File: src/rtl/tri_dispatcher.sv
// Triangle dispatcher: FIFO of setup-stage triangles, off-screen culling on the head,
// one-at-a-time issue to the rasterizer, and frame-drain tracking.
module tri_dispatcher #(
    parameter int DEPTH = 4,
    parameter int SCR_W = 320,
    parameter int SCR_H = 240
) (
    input  logic         i_clk,
    input  logic         i_rst,
    input  logic         i_tri_valid,
    output logic         o_tri_ready,
    input  logic [311:0] i_tri_data,
    input  logic         i_frame_end,
    output logic         o_rast_valid,
    input  logic         i_rast_busy,
    output logic [311:0] o_rast_data,
    output logic         o_frame_done,
    output logic [15:0]  o_cull_count,
    output logic         o_idle
);

    localparam int AW = $clog2(DEPTH);
    localparam logic [AW:0] FULL_CNT = (AW+1)'(DEPTH);
    localparam logic [AW:0] CNT_ONE  = (AW+1)'(1);
    localparam logic signed [15:0] X_LIM = 16'(SCR_W - 1);
    localparam logic signed [15:0] Y_LIM = 16'(SCR_H - 1);

    localparam logic [1:0] S_IDLE      = 2'd0;
    localparam logic [1:0] S_ISSUE     = 2'd1;
    localparam logic [1:0] S_WAIT_BUSY = 2'd2;
    localparam logic [1:0] S_WAIT_DONE = 2'd3;

    logic [311:0]   mem [DEPTH];
    logic [AW-1:0]  rd_ptr_q, rd_ptr_d, wr_ptr_q, wr_ptr_d;
    logic [AW:0]    count_q, count_d;
    logic [1:0]     state_q, state_d;
    logic [311:0]   rast_data_q, rast_data_d;
    logic [15:0]    cull_q, cull_d;
    logic           frame_pend_q, frame_pend_d;

    logic           empty, full, push, pop, off, frame_done;
    logic [311:0]   head;
    logic signed [15:0] x0, y0, x1, y1, x2, y2;
    logic signed [15:0] min_x, max_x, min_y, max_y;

    function automatic logic signed [15:0] min3(input logic signed [15:0] a, b, c);
        logic signed [15:0] m;
        m = (a < b) ? a : b;
        return (m < c) ? m : c;
    endfunction

    function automatic logic signed [15:0] max3(input logic signed [15:0] a, b, c);
        logic signed [15:0] m;
        m = (a > b) ? a : b;
        return (m > c) ? m : c;
    endfunction

    assign empty = (count_q == '0);
    assign full  = (count_q == FULL_CNT);
    assign push  = i_tri_valid && !full;
    assign head  = mem[rd_ptr_q];

    assign x0 = head[311:296];
    assign y0 = head[295:280];
    assign x1 = head[279:264];
    assign y1 = head[263:248];
    assign x2 = head[247:232];
    assign y2 = head[231:216];

    // Bounding-box test only; degenerate triangles are left for the rasterizer.
    always_comb begin
        min_x = min3(x0, x1, x2);
        max_x = max3(x0, x1, x2);
        min_y = min3(y0, y1, y2);
        max_y = max3(y0, y1, y2);
        off   = (max_x < 16'sd0) || (min_x > X_LIM) || (max_y < 16'sd0) || (min_y > Y_LIM);
    end

    always_comb begin
        state_d      = state_q;
        rast_data_d  = rast_data_q;
        cull_d       = cull_q;
        frame_pend_d = frame_pend_q;
        pop          = 1'b0;
        case (state_q)
            S_IDLE: begin
                if (!empty && !i_rast_busy) begin
                    pop = 1'b1;
                    if (off) begin
                        if (cull_q != 16'hFFFF) cull_d = cull_q + 16'd1;
                    end else begin
                        rast_data_d = head;
                        state_d     = S_ISSUE;
                    end
                end
            end
            S_ISSUE:     state_d = S_WAIT_BUSY;
            // Busy only rises the cycle after the start pulse; don't mistake its low for done.
            S_WAIT_BUSY: if (i_rast_busy) state_d = S_WAIT_DONE;
            S_WAIT_DONE: if (!i_rast_busy) state_d = S_IDLE;
            default:     state_d = S_IDLE;
        endcase

        frame_done = frame_pend_q && empty && (state_q == S_IDLE) && !i_rast_busy;
        if (frame_done)  frame_pend_d = 1'b0;
        if (i_frame_end) frame_pend_d = 1'b1;
    end

    always_comb begin
        rd_ptr_d = pop  ? rd_ptr_q + AW'(1) : rd_ptr_q;
        wr_ptr_d = push ? wr_ptr_q + AW'(1) : wr_ptr_q;
        case ({push, pop})
            2'b10:   count_d = count_q + CNT_ONE;
            2'b01:   count_d = count_q - CNT_ONE;
            default: count_d = count_q;
        endcase
    end

    always_ff @(posedge i_clk) begin
        if (push) mem[wr_ptr_q] <= i_tri_data;
    end

    always_ff @(posedge i_clk) begin
        if (i_rst) begin
            rd_ptr_q     <= '0;
            wr_ptr_q     <= '0;
            count_q      <= '0;
            state_q      <= S_IDLE;
            rast_data_q  <= '0;
            cull_q       <= '0;
            frame_pend_q <= 1'b0;
        end else begin
            rd_ptr_q     <= rd_ptr_d;
            wr_ptr_q     <= wr_ptr_d;
            count_q      <= count_d;
            state_q      <= state_d;
            rast_data_q  <= rast_data_d;
            cull_q       <= cull_d;
            frame_pend_q <= frame_pend_d;
        end
    end

    assign o_tri_ready  = !full;
    assign o_rast_valid = (state_q == S_ISSUE) && !i_rst;
    assign o_frame_done = frame_done && !i_rst;
    assign o_rast_data  = rast_data_q;
    assign o_cull_count = cull_q;
    assign o_idle       = empty && (state_q == S_IDLE) && !i_rast_busy;

endmodule
File: config.mk
export PLATFORM = sky130hd
export DESIGN_NAME = tri_dispatcher
export DESIGN_NICKNAME = d
export VERILOG_FILES = /design/src/rtl/tri_dispatcher.sv
export SDC_FILE = /design/constraint.sdc
export NUM_CORES = 2
export LEC_CHECK = 0
export CORE_MARGIN = 2
export CORE_UTILIZATION = 57
export CTS_BUF_LIST = sky130_fd_sc_hd__clkbuf_4
export CTS_CLUSTER_SIZE = 25
export DETAILED_ROUTE_END_ITERATION = 8
export GPL_TIMING_DRIVEN = 0
export PLACE_DENSITY_LB_ADDON = 0.08
export SLEW_MARGIN = 20
export SYNTH_ARGS = -nofsm -noshare
export SYNTH_HDL_FRONTEND = slang
export SYNTH_SLANG_ARGS = --single-unit
File: constraint.sdc
create_clock -name i_clk -period 22.2 [get_ports i_clk]
set_input_delay 3.33 -clock i_clk [delete_from_list [all_inputs] [get_ports i_clk]]
set_output_delay 3.33 -clock i_clk [all_outputs]
set_load 0.02 [all_outputs]
==> impl_metrics.yaml <==
run_status:
  outcome: "completed"
sta:
  hold_violations: 0
  drv_slew: 0
  clock.fmax_mhz: 102
  hold_ws_ns: 0.494
  setup_viol: 0
  tns_ns: 0
  finalCriticalPeriod_ns: 9.80
  skew_ns: 0.141
  post-route-period-util: 0.442
  grt_setup_unrepaired: "no"
  tightestPinTransition_ns: 1.09
  max_slew_margin: 0.270
  fin_ws_ns: 12.40
cells_and_area:
  finalInstanceArea_um2: 75300
  drive_above_1_share: 0.228
  fin_nets: 4809
  ff_latch_area_um2: 44300
  area_growth_pct: 23.6
  layout_common_cells: "1248 x edfxtp_1, 647 x clkdlybuf4s50_1, 609 x clkbuf_4"
  fillers: 6938
  layout_commonest_cell: "edfxtp_1"
  multi_input_area_um2: 15200
placement:
  place_ws_ns: 12.33
  place_congestion: 0.867
  post-dp-hpwl_um: 102000
  placed_cell_area_um2: 70000
  port_buffers: 647
die:
  start_util: 0.576
  die_area_um2: 110000
  row_count: 119
  io_pins: 649
  die_h_um: 331
  die_w_um: 331
  core-area_um2: 106000
routing:
  drc: 0
  firstDrtPassIters: 7
  wl_per_cell_um: 24.2
  drtIter0Drc: 2448
  via_per_inst: 5.59
  ant_nets: 0
  wirelength_um: 149000
  vias: 34338
worst_hold_path:
  hold_depth: 2
  hold_end: "o_rast_data[288]"
  hp-start: "o_rast_data[288]"
  hold_path.class: "flip-flop to flip-flop"
clocking:
  clk_latency_ns: 1.25
  cts_htree_levels: 5
  post_cts_buffers: 0
  cts_root_buf: "clkbuf_4"
  numCtsBuffers: 406
  cts_hold_buffers: 0
  clockBufferDepth: 4
  cts-resized-gates: 0
  clock-sinks: 1588
  clk_pin_slew_ns: 0.07
  cts_tree: "done"
synthesis:
  ys_warn_count: 0
  synth.distinct_cells: 70
  syn_inst: 3299
  synth-edff-count: 1248
  ys_seq_area_frac: 0.727
  synth_nets: 3721
  synth-main-ff-cell: "edfxtp_1"
  syn_avg_cell_area_um2: 18.5
  async_flop_share: 0
  yosys.area.top_type_share: 0.615
  synth_top_area_cell: "edfxtp_1"
  syn-cell-area_um2: 60900
  synth.area.top_cells: "edfxtp_1 62%, mux4_2 12%, dfxtp_1 11%, mux2i_1 5.2%, ha_1 2.1%"
  synth.ff_latch_count: 1588
pwr:
  p_leak_nw: 25.1
  ir_drop_mv: 0.0686
  powerDensity_nw_per_um2: 119
grt:
  grt_max_degree: 47
  grt_first_pass_wirelength_um: 216000
  overflow: 0
  grt_use_total: 0.270
  antenna_found_initial: 46
  grt_pass1_vias: 35187
setup_path:
  required_ns: 23.24
  worstPathArrival_ns: 10.84
  end_kind: "flip-flop"
  r2r-end: "o_rast_data[301]"
  worst_path_max_delay_cell: "clkbuf_1"
  crit_fanout: 10
  rrSetupSlack_ns: 12.40
  path_class: "flip-flop to flip-flop"
  r2r_cells: 28
  start_kind: "flip-flop"
  critPathMaxStageDelay_ns: 0.74
flow_run:
  max_cap_violations: 0
[final cells by class]
cell class / count / share of cell area
Sequential cell: 1588 / 0.588
Multi-Input combinational cell: 1468 / 0.202
Timing Repair Buffer: 680 / 0.0965
Clock buffer: 609 / 0.0607
Tap cell: 1391 / 0.0231
Buffer: 157 / 0.0155
Clock inverter: 128 / 0.00866
Inverter: 86 / 0.00429
Antenna cell: 41 / 0.00136
[sequential cells by signal, indices dropped and copies added, names as in the netlist, named ones only]
register and count:
wr_ptr_q 2, rd_ptr_q 2, state_q 2, count_q 3
mem 1248, frame_pend_q 1, o_cull_count 16, o_rast_data 312
[critical path, delay by kind of cell, from the launching register on]
family          cells  cell delay [ns]
compound gates      8             2.50
buf+inv            10             3.63
mux                 3             1.06
flops               1             0.39
fa+ha+maj           2             0.43
simple gates        5             1.60
[metal layers]
| metal | global-route usage | routed length [um] | vias up |
|---|---|---|---|
| li1 | - | - | 15517 |
| met1 | 0.328 | 55700 | 17287 |
| met2 | 0.438 | 74300 | 1195 |
| met3 | 0.102 | 14300 | 297 |
| met4 | 0.112 | 4450 | 42 |
| met5 | 0 | 254 | - |
[synthesized netlist by cell type, drive strengths merged (3+ instances only)]
master  count
nor2      342
buf        56
edfxtp   1248
mux4      312
o31ai       3
o211ai      5
a211oi      4
a31oi       7
mux2i     318
a41oi       3
nor2b       5
or3        14
and2        4
nor4       13
nand4      27
nand2b      3
a21o       12
a21oi      48
nand3      20
dfxtp     340
nand2      68
xor2        4
inv        86
a211o       3
mux2       15
and3       11
nor3       10
o22ai       3
o21ai      72
clkbuf    101
ha        104
[cells by family after synthesis]
kind of cell | after synthesis | synth area share
AO/OA/AOI/OAI | 182 | 0.0184
XOR/XNOR | 6 | 0.000863
adder cells (fa/ha/maj) | 105 | 0.0217
buffers and inverters | 243 | 0.0243
flip-flops | 1588 | 0.727
multiplexers | 645 | 0.170
AND/OR/NAND/NOR | 530 | 0.0376
[worst max-delay path by stage]
stage / from / endpoint / cells past startpoint
after floorplan: i_tri_valid / mem[0][0] / 1
after global placement: i_tri_valid / mem[1][173] / 2
after detailed placement: flip-flop / o_rast_data[4] / 28
after CTS: flip-flop / o_rast_data[240] / 28
after global routing: flip-flop / o_rast_data[234] / 28
final: flip-flop / o_rast_data[301] / 28
[per-stage QoR]
step	power (mW)	util	std cells
2_1_floorplan	5.69	-	3299
3_3_place_gp	6.62	0.654	5337
3_5_place_dp	6.55	0.662	5370
4_1_cts	9.01	0.711	6107
5_1_grt	9.42	0.712	6133
6_report	8.93	0.712	6148
[power breakdown]
group          switching (mW)  total [mW]  internal (mW)
logic                    1.56        2.83           1.27
clock network            1.14        2.45           1.30
registers               0.104        3.65           3.55
total                    2.81        8.93           6.12
(Power assumes the default switching activity.)
